`src/rtl/uart_pkg.sv`:
```
// rtl/uart_pkg.sv - shared types and helpers for the parametrised UART receiver
// Purpose: receiver state encoding, parity-mode constants and the bit-timing
//   helper shared by uart_rx_param and its sub-modules.
// Ports: none (package).
package uart_pkg;

  typedef enum logic [2:0] {
    IDLE      = 3'd0,
    START     = 3'd1,
    DATA      = 3'd2,
    PARITY    = 3'd3,
    STOP      = 3'd4,
    WAIT_IDLE = 3'd5
  } uart_state_e;

  localparam int PARITY_NONE = 0;
  localparam int PARITY_EVEN = 1;
  localparam int PARITY_ODD  = 2;

  // Clocks from the detected start edge to the start-bit centre.
  function automatic int half_period(input int clks_per_bit);
    return (clks_per_bit - 1) / 2;
  endfunction

endpackage

```
`src/rtl/uart_rx_sync.sv`:
```
// rtl/uart_rx_sync.sv - two-flop synchroniser for an idle-high serial line
// Purpose: bring the asynchronous rx pin into the clk domain. Both flops reset
//   to 1 so a reset never looks like a start edge.
// Ports:
//   clk     - system clock
//   rst     - synchronous active-high reset
//   async_i - asynchronous input (idles high)
//   sync_o  - synchronised output, 2 clocks of latency
module uart_rx_sync (
  input  logic clk,
  input  logic rst,
  input  logic async_i,
  output logic sync_o
);

  logic meta_q;
  logic sync_q;

  always_ff @(posedge clk) begin
    if (rst) begin
      meta_q <= 1'b1;
      sync_q <= 1'b1;
    end else begin
      meta_q <= async_i;
      sync_q <= meta_q;
    end
  end

  assign sync_o = sync_q;

endmodule

```
`src/rtl/uart_rx_param.sv`:
```
// rtl/uart_rx_param.sv - parametrised UART receiver with parity and framing checks
// Purpose: receive LSB-first frames of DATA_BITS data bits, optional parity and
//   STOP_BITS stop bits; one rx_done pulse per frame.
// Optional feature: define UART_RX_MAJORITY_EN for 2-of-3 majority sampling
//   around each bit centre (decision one clock later; CLKS_PER_BIT >= 8).
// Ports:
//   clk        - system clock, rising edge
//   rst        - synchronous active-high reset
//   rx         - asynchronous serial line, idles high
//   rx_done    - one-cycle pulse when a frame completes
//   rx_byte    - received data, held until the next rx_done
//   parity_err - parity mismatch of the last frame
//   frame_err  - a stop bit of the last frame was sampled low
//   busy       - receiver is not idle
module uart_rx_param
  import uart_pkg::*;
#(
  parameter int CLKS_PER_BIT = 87,
  parameter int DATA_BITS    = 8,
  parameter int PARITY_MODE  = 0,
  parameter int STOP_BITS    = 1
) (
  input  logic                 clk,
  input  logic                 rst,
  input  logic                 rx,
  output logic                 rx_done,
  output logic [DATA_BITS-1:0] rx_byte,
  output logic                 parity_err,
  output logic                 frame_err,
  output logic                 busy
);

`ifdef UART_RX_MAJORITY_EN
  localparam int MIN_CLKS = 8;
  localparam int SKEW     = 1;
`else
  localparam int MIN_CLKS = 4;
  localparam int SKEW     = 0;
`endif

  localparam int CNT_W = $clog2(CLKS_PER_BIT);
  localparam int IDX_W = 4;

  // With majority sampling every decision moves to centre+1; since the data
  // counter restarts at that point, later bits shift by the same one clock.
  localparam logic [CNT_W-1:0] BIT_LAST  = CNT_W'(CLKS_PER_BIT - 1);
  localparam logic [CNT_W-1:0] START_DEC = CNT_W'(half_period(CLKS_PER_BIT) + SKEW);
  localparam logic [IDX_W-1:0] DATA_LAST = IDX_W'(DATA_BITS - 1);
  localparam logic [IDX_W-1:0] STOP_LAST = IDX_W'(STOP_BITS - 1);

  if (CLKS_PER_BIT < MIN_CLKS) begin : g_bad_clks
    $error("uart_rx_param: CLKS_PER_BIT too small");
  end
  if (DATA_BITS < 5 || DATA_BITS > 9) begin : g_bad_data
    $error("uart_rx_param: DATA_BITS must be 5..9");
  end
  if (PARITY_MODE < PARITY_NONE || PARITY_MODE > PARITY_ODD) begin : g_bad_parity
    $error("uart_rx_param: PARITY_MODE must be 0, 1 or 2");
  end
  if (STOP_BITS != 1 && STOP_BITS != 2) begin : g_bad_stop
    $error("uart_rx_param: STOP_BITS must be 1 or 2");
  end

  logic rx_s;
  logic bit_val;

  uart_rx_sync u_sync (
    .clk     (clk),
    .rst     (rst),
    .async_i (rx),
    .sync_o  (rx_s)
  );

`ifdef UART_RX_MAJORITY_EN
  // The two previous samples plus the current one form the 3-sample window.
  logic [1:0] hist_q;

  always_ff @(posedge clk) begin
    if (rst) begin
      hist_q <= 2'b11;
    end else begin
      hist_q <= {hist_q[0], rx_s};
    end
  end

  assign bit_val = (hist_q[1] & hist_q[0]) | (hist_q[1] & rx_s) | (hist_q[0] & rx_s);
`else
  assign bit_val = rx_s;
`endif

  uart_state_e          state_q;
  logic [CNT_W-1:0]     cnt_q;
  logic [IDX_W-1:0]     idx_q;
  logic [DATA_BITS-1:0] shift_q;
  logic                 par_acc_q;
  logic                 frm_acc_q;
  logic                 rx_done_q;
  logic [DATA_BITS-1:0] rx_byte_q;
  logic                 parity_err_q;
  logic                 frame_err_q;

  logic bit_tick;
  logic par_err_d;
  logic frm_err_d;

  assign bit_tick  = (cnt_q == BIT_LAST);
  // Data plus parity must have even weight (even mode) or odd weight (odd mode).
  assign par_err_d = ((^shift_q) ^ bit_val) != (PARITY_MODE == PARITY_ODD);
  assign frm_err_d = frm_acc_q | ~bit_val;

  always_ff @(posedge clk) begin
    if (rst) begin
      state_q      <= IDLE;
      cnt_q        <= '0;
      idx_q        <= '0;
      shift_q      <= '0;
      par_acc_q    <= 1'b0;
      frm_acc_q    <= 1'b0;
      rx_done_q    <= 1'b0;
      rx_byte_q    <= '0;
      parity_err_q <= 1'b0;
      frame_err_q  <= 1'b0;
    end else begin
      rx_done_q <= 1'b0;
      case (state_q)
        IDLE: begin
          cnt_q     <= '0;
          idx_q     <= '0;
          par_acc_q <= 1'b0;
          frm_acc_q <= 1'b0;
          if (!rx_s) begin
            state_q <= START;
          end
        end

        START: begin
          if (cnt_q == START_DEC) begin
            cnt_q   <= '0;
            idx_q   <= '0;
            // A start bit that is high again at its centre was a glitch.
            state_q <= bit_val ? IDLE : DATA;
          end else begin
            cnt_q <= cnt_q + CNT_W'(1);
          end
        end

        DATA: begin
          if (bit_tick) begin
            cnt_q   <= '0;
            shift_q <= {bit_val, shift_q[DATA_BITS-1:1]};
            if (idx_q == DATA_LAST) begin
              idx_q   <= '0;
              state_q <= (PARITY_MODE != PARITY_NONE) ? PARITY : STOP;
            end else begin
              idx_q <= idx_q + IDX_W'(1);
            end
          end else begin
            cnt_q <= cnt_q + CNT_W'(1);
          end
        end

        PARITY: begin
          if (bit_tick) begin
            cnt_q     <= '0;
            par_acc_q <= par_err_d;
            state_q   <= STOP;
          end else begin
            cnt_q <= cnt_q + CNT_W'(1);
          end
        end

        STOP: begin
          if (bit_tick) begin
            cnt_q     <= '0;
            frm_acc_q <= frm_err_d;
            if (idx_q == STOP_LAST) begin
              idx_q        <= '0;
              rx_done_q    <= 1'b1;
              rx_byte_q    <= shift_q;
              parity_err_q <= par_acc_q;
              frame_err_q  <= frm_err_d;
              // A low stop bit may be a line break; wait for the line to
              // recover so it is not decoded as a stream of zero frames.
              state_q      <= frm_err_d ? WAIT_IDLE : IDLE;
            end else begin
              idx_q <= idx_q + IDX_W'(1);
            end
          end else begin
            cnt_q <= cnt_q + CNT_W'(1);
          end
        end

        WAIT_IDLE: begin
          if (rx_s) begin
            state_q <= IDLE;
          end
        end

        default: begin
          state_q <= IDLE;
        end
      endcase
    end
  end

  assign rx_done    = rx_done_q;
  assign rx_byte    = rx_byte_q;
  assign parity_err = parity_err_q;
  assign frame_err  = frame_err_q;
  assign busy       = (state_q != IDLE);

endmodule

```
`config.mk`:
```
export PLATFORM = sky130hd
export DESIGN_NAME = uart_rx_param
export DESIGN_NICKNAME = d
export VERILOG_FILES = /design/src/rtl/uart_pkg.sv /design/src/rtl/uart_rx_sync.sv /design/src/rtl/uart_rx_param.sv
export SDC_FILE = /design/constraint.sdc
export NUM_CORES = 1
export LEC_CHECK = 0
export CAP_MARGIN = 10
export CORE_UTILIZATION = 57
export CTS_CLUSTER_DIAMETER = 80
export DETAILED_ROUTE_END_ITERATION = 8
export GPL_TIMING_DRIVEN = 0
export PLACE_DENSITY = 0.89
export SLEW_MARGIN = 20
export SYNTH_ARGS = -nofsm -noshare
export SYNTH_HDL_FRONTEND = slang
export SYNTH_SLANG_ARGS = --single-unit
```
`constraint.sdc`:
```
create_clock -name clk -period 2.4 [get_ports clk]
set_clock_uncertainty 0.1 [all_clocks]
set_input_delay 0.24 -clock clk [delete_from_list [all_inputs] [get_ports clk]]
set_output_delay 0.24 -clock clk [all_outputs]
set_load 0.02 [all_outputs]
```
Yosys cells after proc, flatten, opt, wreduce, memory -nomap -nowiden --
Cells that the tools add are included.
Word-level totals: bits in registers 37, bits of input ports 3, output and inout port bits 12, logic and storage cells 76
Operators by class: $add $sub $neg 2, equal/unequal tests 16, muxes and demuxes 25, bitwise logic cells 5, reduce and logical (&&, ||, !) cells 16
Operator list (number):
- $mux W3 | 9
- $pmux W7 S3 | 1
- $mux W4 | 5
- $pmux W3 S6 | 1
- $pmux W4 S4 | 1
- $mux W7 | 2
- $ne A2 B2 Y1 const B | 7
- $reduce_and A8 Y1 | 1
- $reduce_xor A8 Y1 | 1
- $add A7 B1 Y7 const B | 1
- $eq A7 B6 Y1 const B | 1
- $eq A7 B7 Y1 const B | 1
- $eq A3 B2 Y1 const B | 2
- $eq A3 B3 Y1 const B | 2
- $reduce_and A2 Y1 | 3
- $reduce_bool A3 Y1 | 2
- $reduce_or A3 Y1 | 2
- $add A4 B1 Y4 const B | 1
- $eq A4 B3 Y1 const B | 1
- $logic_not A4 Y1 | 1
- $pmux W1 S2 | 2
- $reduce_and A4 Y1 | 1
- $reduce_bool A2 Y1 | 2
- $reduce_bool A4 Y1 | 1
- 9 further kinds | 13

Logic depth before layout (Yosys ltp) --
depth after elaboration 6, gate-level depth with buffers 8

Hierarchy --
A second synthesis with hierarchy kept.
Second synthesis, totals: cells, all modules 191, area, all modules 1760.4 um^2
Modules (own cells, without submodules):
- uart_rx_param | instances 1, cells each 187, area each 1707.9 um^2, sequential area each 700.7 um^2
- uart_rx_sync | instances 1, cells each 4, area each 52.6 um^2, sequential area each 40.0 um^2

Worst setup path after synthesis --
OpenSTA, ideal clock, no wires.
kind reg2reg, start point reg cnt_q[1], end point reg frame_err_q, in the netlist frame_err, setup time 128 ps, arrival 1734 ps, required time 2172 ps, slack 438 ps, stages on the path, launching flop included 8, path buffers 1, period minus slack after synthesis 1962 ps, path through dfxtp_1 > ha_1 > nand2b_1 > or2_4 > or4_4 > buf_6 > mux2i_1 > nor2_1
Between the ends: word-level cells in the longest chain between the ends 2
Ends and longest elaborated chain:
- start: declaration | line uart_rx_param.sv:92 | logic [CNT_W-1:0] cnt_q;
- start signal: assignment | line uart_rx_param.sv:143 | cnt_q <= cnt_q + CNT_W'(1);
- start signal: assignment | line uart_rx_param.sv:158 | cnt_q <= cnt_q + CNT_W'(1);
- start signal: assignment | line uart_rx_param.sv:168 | cnt_q <= cnt_q + CNT_W'(1);
- $eq A7 B7 Y1 | line uart_rx_param.sv:106 | assign bit_tick = (cnt_q == BIT_LAST);
- $reduce_and A3 Y1 (no source line)
- end signal: assignment | line uart_rx_param.sv:181 | frame_err_q <= frm_err_d;
- end: declaration | line uart_rx_param.sv:100 | logic frame_err_q;
Every way passes these cells. A chain may end at the register's enable or synchronous reset.

Worst setup path after layout --
start point reg state_q[0], end point out busy
Between the ends: word-level cells in the longest chain between the ends 1
Ends and longest elaborated chain:
- start: declaration | line uart_rx_param.sv:91 | uart_state_e state_q;
- start signal: assignment | line uart_rx_param.sv:141 | state_q <= bit_val ? IDLE : DATA;
- start signal: assignment | line uart_rx_param.sv:153 | state_q <= (PARITY_MODE != PARITY_NONE) ? PARITY : STOP;
- start signal: assignment | line uart_rx_param.sv:184 | state_q <= frm_err_d ? WAIT_IDLE : IDLE;
- $reduce_bool A3 Y1 | line uart_rx_param.sv:210 | assign busy = (state_q != IDLE);
- end: declaration | line uart_rx_param.sv:30 | output logic busy
Every way passes these cells.

==> flow_summary.json <==
{
  "status": "complete, no violations",
  "post_drt_via_cell_ratio": 5.52,
  "drt_iter0_drc": 96,
  "clock_sinks": 37,
  "htreeDepth": 2,
  "rows": 20,
  "worstHoldPathType": "reg2reg",
  "antenna_found_initial": 0,
  "syn_inst": 206,
  "synth_top_area_share_pct": 40.5,
  "synth_cell_types": 48,
  "syn_nets": 213,
  "gp_congestion": 0.903,
  "grt_pass1_wl_mm": 5.91,
  "ant_nets": 0,
  "die_y_um": 58.7,
  "port_buffers": 14,
  "worstPathRequired_ns": 2.06,
  "drt_pass1_iterations": 4,
  "fin_tns_setup_ns": 0,
  "min_period_ns": 2.24,
  "syn_avg_cell_area_um2": 8.89,
  "synthTopCellsByArea": "dfxtp_1 (40%), mux2i_1 (10%), nor2_1 (7.4%), a21oi_1 (3.0%), xnor2_1 (2.9%)",
  "n_antenna_cell": 0,
  "fmax_mhz": 447,
  "clock_path_buffers": 2,
  "core_mm2": 0.00305,
  "postLayoutCellArea_mm2": 0.00208,
  "cts_root_buffer": "clkbuf_4",
  "clk_pin_slew_ns": 0.10,
  "place_ws_ns": 0.259,
  "peakVddDrop_uv": 390,
  "drt-total-wl_mm": 3.57,
  "grt_usage_pct": 22.6,
  "place_area_mm2": 0.00203,
  "die-area_mm2": 0.00344,
  "cts_tree": "built",
  "grt_max_degree": 12,
  "synth_edf_count": 0,
  "dp_cells": 264,
  "ys_seq_area_share_pct": 40.5,
  "crit_type": "reg2out",
  "drc_errors": 0,
  "fin_ws_ns": 0.163,
  "p_leak_nw": 0.822,
  "grt_pass1_vias": 1341,
  "cellPowerDensity_mw_per_mm2": 564,
  "routedWlPerCell_um": 13.2,
  "ys_ff_latch": 37,
  "end_kind": "primary output",
  "drv_cap": 0,
  "yosysTopAreaCell": "dfxtp_1",
  "finalNetCount": 234,
  "via_count": 1496,
  "ys.flop_type": "dfxtp_1",
  "hold_viol_final": 0,
  "gr-total-overflow": 0,
  "synth-async-reset-ratio_pct": 0,
  "period_share_pct": 93.2,
  "post_cts_resized": 0,
  "arrival_ns": 1.90,
  "fp.dieW_um": 58.7,
  "clk_latency_ns": 0.33,
  "cp_max_fo": 10,
  "syn_to_final_growth_pct": 13.4,
  "filler_cell_count": 251,
  "slew_violations": 0,
  "tightest_slew_ns": 0.523,
  "post-cts-setup-buffer-count": 0,
  "startpoint_type": "register",
  "boundaryPins": 15,
  "rsz0062_at_grt": "no",
  "yosys_warnings": 0,
  "start_util_pct": 60.0,
  "dp_hpwl_mm": 2.55,
  "relSlewSlack_pct": 64.8,
  "numCtsBuffers": 5,
  "finalNonFillerCells": 271,
  "syn_area_mm2": 0.00183,
  "cts_hold_buf": 0,
  "setup_viol": 0,
  "holdWs_ns": 0.320,
  "drive_above_1_share_pct": 7.49
}
## through the flow
step                utilization [%]  power (W)
CTS                            68.0    0.00118
global route                   68.0    0.00123
detailed placement             66.4   0.000869
finish                         68.0    0.00117
global placement               66.4   0.000864
floorplan                         -   0.000814
## cell usage in the layout (no fill, tap or decap), types with 2 or more instances in the layout
cell type and count:
mux2i_1 19, or2_2 2, nand2_1 4, o21ai_0 5, dfxtp_1 37, xor2_1 6
a221oi_1 2, nand2b_1 3, clkbuf_4 5, nand4_1 4, or2_1 2, nor2_1 36
clkdlybuf4s50_1 14, clkbuf_1 9, xnor2_1 6, buf_2 3, nand3_1 5, a31oi_1 2
inv_1 9, nor2b_1 2, ha_1 4, a21oi_1 11, o21a_1 3, nor3_1 7
## critical path, stage by stage, from the launching register on
cell and delay (ns):
dfxtp_1 0.31, buf_2 0.17, or2_1 0.25, nor2_1 0.18, inv_1 0.11, clkdlybuf4s50_1 0.54
## layer usage
| metal | routed length [µm] | track usage, % | vias up |
|---|---|---|---|
| met5 | 0 | 0 | - |
| met4 | 66 | 8.50 | 0 |
| met3 | 217 | 7.03 | 11 |
| met2 | 1640 | 34.6 | 53 |
| met1 | 1640 | 30.0 | 678 |
| li1 | - | - | 754 |
## cells by family (layout without fill, tap and decap cells)
family | after synthesis | in the layout | synth area share [%]
flip-flops | 37 | 37 | 40.5
adder cells (fa/ha/maj) | 5 | 5 | 3.28
XOR/XNOR | 13 | 13 | 6.97
AO/OA/AOI/OAI | 33 | 33 | 11.6
buffers and inverters | 21 | 42 | 4.92
multiplexers | 19 | 19 | 10.4
AND/OR/NAND/NOR | 78 | 78 | 22.4
## area by class of cell
class,instances,area (µm²),area share [%]
clock inverters,1,8.76,0.422
repair buffers,14,140,6.75
inverters,9,33.8,1.63
multi-input cells,148,1000,48.2
plain buffers,12,56.3,2.71
well taps,44,55.1,2.65
clock buffers,6,41.3,1.99
flip-flops and latches,37,741,35.7
## synthesized netlist by cell type, types with 5 or more instances
master     n
o21ai_0    5
mux2i_1   19
dfxtp_1   37
xnor2_1    6
nor3_1     7
inv_1      9
a21oi_1   11
xor2_1     6
nand3_1    5
nor2_1    36
clkbuf_1   8
## report_power, final
group	switching (W)	internal (W)
Sequential	0.00000931	0.000627
Combinational	0.000138	0.0000853
Clock	0.000198	0.000111
Total	0.000346	0.000824
## flip-flops by register name (all words and copies together) (netlist names)
register,count
rx_byte,8
shift_q,8
cnt_q,7
idx_q,4
state_q,3
frame_err,1
frm_acc_q,1
par_acc_q,1
parity_err,1
rx_done,1
u_sync.meta_q,1
u_sync.sync_o,1
## final timing paths
path,startpoint,endpoint,cells past startpoint,slack (ns)
setup / recovery,state_q[0],busy,5,0.16
hold / removal,u_sync.meta_q,u_sync.sync_o,1,0.32
setup reg to reg,cnt_q[1],frame_err,7,0.23
hold reg to reg,u_sync.meta_q,u_sync.sync_o,1,0.32
Note: power is estimated with default switching activity, not from simulation.
==> variant 1 (same settings) <==
The option `UART_RX_MAJORITY_EN` is turned on by a define.
--- a/src/rtl/uart_rx_param.sv
+++ b/src/rtl/uart_rx_param.sv
@@ -14,2 +14,4 @@
 //   busy       - receiver is not idle
+`define UART_RX_MAJORITY_EN
+
 module uart_rx_param
Formal check against the unedited RTL: same outputs for any inputs over 10 cycles, from zero or initial values and one cycle with rst high; that may be too few to reach the edited logic, so the function may still have changed.
==> variant 1 against the unedited design <==
Die area is 5.0% higher. Setup slack worse by 24 ps. Synthesized area is 5.1% higher. Cell area increased by 5.7%. Synthesized cell count up 8.3%. Sequential cell count rose by 2. Total power grew 3.8%. Clock power up 40%. Global-route usage up 2.1 points. Wire length increased by 12%. Largest cell class unchanged.
==> variant 1: results (changes against the unedited design) <==
* Outcome: completed (unchanged)
* First-pass GRT wire length at 6.479 mm (was 5.906 mm)
* Global-route met1 utilization at 31.42% (was 29.97%)
* CP Max Fanout at 8 (was 10)
* Vias in the first global route at 1440 (was 1341)
* Worst skew pair latency at 360 ps (was 330 ps)
* Top cells by area, synth: dfxtp_1 (41%), nand2_1 (6.0%), a21oi_1 (5.5%) (was dfxtp_1 (40%), mux2i_1 (10%), nor2_1 (7.4%))
* Layout Cells excl Fill at 288 (was 271)
* DP Area at 2120 um2 (was 2026 um2)
* Clock transition at path regs at 120 ps (was 100 ps)
* Reg-to-reg endpoint: parity_err (was frame_err)
* Metal2 WL at 1.904 mm (was 1.643 mm)
* Sequential area share after synthesis at 40.57% (was 40.46%)
* Slew HR at 56.37% (was 64.75%)
* Layout cells sized above 1 at 10.66% (was 7.489%)
* WL/cell at 13.85 um (was 13.15 um)
* Pre-CTS setup slack at 265.7 ps (was 258.7 ps)
* Psw at 301.1 uW (was 346.1 uW)
* Post-Syn Instances at 223 (was 206)
* Static leakage at 0.7475 nW (was 0.8219 nW)
* Half-perimeter wire length after placement at 2.809 mm (was 2.547 mm)
* CP Data Arrival Time at 1920 ps (was 1900 ps)
* Tcrit/Tclk final at 94.20% (was 93.21%)
* Total track usage at 24.74% (was 22.61%)
* GP Congestion at 0.8769 (was 0.9031)
* M1 wire length at 1.828 mm (was 1.639 mm)
* DP Cell Count at 281 (was 264)
* Met2 usage at 38.78% (was 34.65%)
* Metal3 WL at 155 um (was 217 um)
* Vias at 1636 (was 1496)
* Synth Net Count at 231 (was 213)
* Largest net degree at the start of global routing at 13 (was 12)
* Maximum VDD drop at 0.4403 mV (was 0.3900 mV)
* P_clk at 434 uW (was 310 uW)
* DR iter-0 viols at 52 (was 96)
==> variant 1: cell count changes after synthesis, sizes merged, moves of 3 or more <==
| cell | delta |
|---|---|
| a21oi | +10 |
| nand4 | -4 |
| nand2 | +27 |
| nand3 | +4 |
| o21ai | -3 |
| nand2b | +3 |
| or2 | +3 |
| nor3 | -3 |
| xor2 | -6 |
| mux2i | -11 |
| clkbuf | -3 |
| nor2 | -17 |
| o31ai | +3 |
==> variant 1: layout make-up <==
cell class	instances	area, um2
well taps	44	55.05
multi-input cells	165	1051
plain buffers	10	58.81
repair buffers	14	140.1
inverters	9	33.78
clock inverters	2	37.54
flip-flops and latches	39	780.7
clock buffers	5	37.54
fillers	249	933.4
==> variant 1: cells by family after synthesis <==
family | synth area share, %
and+or+nand+nor | 27.18
buffers and inverters | 4.812
adders and majority gates | 3.771
AOI/OAI and AO/OA | 14.56
muxes | 4.747
DFF | 40.57
xor gates and xnor gates | 4.356
==> variant 2 (config.mk and constraints unchanged) <==
Without the edit above. Register the output `rx_byte` once more, cleared by the reset; this adds one clock of latency there. The other outputs are not delayed to match.
--- a/src/rtl/uart_rx_param.sv
+++ b/src/rtl/uart_rx_param.sv
@@ -206,3 +206,9 @@
   assign rx_done    = rx_done_q;
-  assign rx_byte    = rx_byte_q;
+  always_ff @(posedge clk) begin
+    if (rst) begin
+      rx_byte <= '0;
+    end else begin
+      rx_byte <= rx_byte_q;
+    end
+  end
   assign parity_err = parity_err_q;
Function: same outputs for any inputs over 10 cycles, from zero or initial values and one cycle with rst high; that may be too few to reach the edited logic, so the function may still have changed.
==> variant 2 against the unedited design <==
Setup slack got worse by 9.6 ps. Cell area grew 10%. Sequential cell count up 8. Highest routed layer unchanged. Synthesized area is 9.8% higher. Register-to-register slack got worse by 30 ps. Wire length is 9.6% higher.
Power is not compared: it rests on default switching activity, and its combinational part moved more than twofold at a synthesized area within 25%.
==> variant 2: results (changes against the unedited design) <==
* Syn avg cell area at 9.051 um2 (was 8.886 um2)
* Layout cells sized above 1 at 9.426% (was 7.489%)
* Final #Nets at 250 (was 234)
* Synth Net Count at 229 (was 213)
* Reg2Reg Depth at 9 (was 7)
* Max H-tree Level at 2 (unchanged)
* Top_reg_cell synth: dfxtp_1 (unchanged)
* Largest registers: rx_byte (8), rx_byte_q (8), shift_q (8)
* Sequential area share after synthesis at 44.83% (was 40.46%)
* IO buf count at 14 (unchanged)
* Resized Gates After CTS at 0 (unchanged)
* Post-synthesis mux area share at 5.542% (was 10.39%)
* Initial antenna violation count at 0 (unchanged)
* Synth Area in Adders at 2.491% (was 3.281%)
* TritonCTS Buffers at 5 (unchanged)
* Total track usage at 24.93% (was 22.61%)
* Worst skew pair latency at 360 ps (was 330 ps)
* Slowest library cell on the worst path: clkdlybuf4s50_1 (unchanged)
* CP Data Arrival Time at 1910 ps
* CP top delay family: buffers and inverters (unchanged)
* Post-CTS Setup Inserts at 0 (unchanged)
* First-pass GRT wire length at 6.824 mm (was 5.906 mm)
* Half-perimeter wire length after placement at 2.758 mm (was 2.547 mm)
* DR iter-0 viols at 83 (was 96)
* Pre-Repair DR Iteration Count at 4 (unchanged)
* Clock transition at path regs at 120 ps (was 100 ps)
* Top cells by area, synth: dfxtp_1 (45%), mux2i_1 (5.0%), nand2_1 (4.7%) (was dfxtp_1 (40%), mux2i_1 (10%), nor2_1 (7.4%))
* CP peak stage delay at 570 ps (was 540 ps)
* WHS Path Cells at 1 (unchanged)
* XOR/XNOR Fraction of Synth Area at 5.915% (was 6.972%)
* DP Area at 2207 um2 (was 2026 um2)
* WL/cell at 13.48 um (was 13.15 um)
* Reg-to-reg endpoint: rx_byte_q[1] (was frame_err)
* Layout Cells excl Fill at 290 (was 271)
* Root buffer cell: clkbuf_4 (unchanged)
* Ys Warns at 0 (unchanged)
* Worst hold-check path type: reg -> reg (unchanged)
* DP Cell Count at 282 (was 264)
* Vias in the first global route at 1543 (was 1341)
* Outcome: completed (unchanged)
* Least-Margin Pin Slew at 514.4 ps (was 523.2 ps)
* GP Congestion at 0.9407 (was 0.9031)
* Largest net degree at the start of global routing at 15 (was 12)
* Compound-Gate Fraction of Synth Area at 11.64% (was 11.62%)
* Commonest cells post-synth: dfxtp_1 (45), nand2_1 (25), nor2_1 (22) (was dfxtp_1 (37), nor2_1 (36), mux2i_1 (19))
* Clock buffer depth at 2 (unchanged)
* Worst flop-to-flop path startpoint: cnt_q[0] (was cnt_q[1])
* Worst hold endpoint: u_sync.sync_o (unchanged)
* Vias/cell at 5.534 (was 5.520)
* Worst R2R Setup Slack at 200 ps (was 230 ps)
* Hold WS at 323.5 ps (was 320.0 ps)
variant 2: changes by cell type after synthesis, sizes merged, moves of 3 or more:
cell	unedited run	this run
or3	1	6
nor2	36	22
mux2i	19	10
dfxtp	37	45
or2	5	2
a21oi	11	18
o21ai	6	9
nand2	4	25
nor2b	2	10
nor3	7	4
variant 2: how the worst max path moves through the flow:
stage	start	cells past startpoint	end
after floorplan	cnt_q[0]	9	parity_err
after global placement	cnt_q[0]	9	rx_byte_q[1]
after detailed placement	cnt_q[0]	9	rx_byte_q[1]
after CTS	state_q[2]	4	busy
after global routing	cnt_q[0]	9	rx_byte_q[4]
final	state_q[2]	4	busy
variant 2: report_power, final:
group / internal [mW] / switching (mW) / total (mW)
logic: 0.0188 / 0.0299 / 0.0487
registers: 0.750 / 0.00338 / 0.753
clock network: 0.222 / 0.242 / 0.464
total: 0.991 / 0.275 / 1.27
variant 2: cell families after synthesis:
family	Yosys count
AND/OR/NAND/NOR	94
flip-flops	45
AO/OA/AOI/OAI	38
buffers and inverters	18
XOR/XNOR	12
multiplexers	11
adder cells (fa/ha/maj)	4
variant 2: area by class of cell:
class                           count  area (um2)
Fill cell                         289        1076
Multi-Input combinational cell    159        1015
Sequential cell                    45       900.9
Timing Repair Buffer               14       140.1
Buffer                             11       67.56
Tap cell                           46       57.56
Clock buffer                        6       41.29
Clock inverter                      2       38.79
Inverter                            7       26.28
variant 2: metrics by stage:
stage | utilization, % | setup WS, ps
floorplan | - | 483.5
global placement | 65.63 | 282.9
detailed placement | 65.63 | 203.8
CTS | 68.01 | 158.8
finish | 68.01 | 153.4
global route | 68.01 | 75.75
variant 2: metal layers:
metal	part of all wire (%)	track usage (%)	routed length, um	up-vias
met5	0	0	0	-
met4	1.8	12.06	69	0
met3	5.1	5.672	199	9
met2	47	39.91	1846	44
met1	46	31.86	1794	754
li1	-	-	-	798
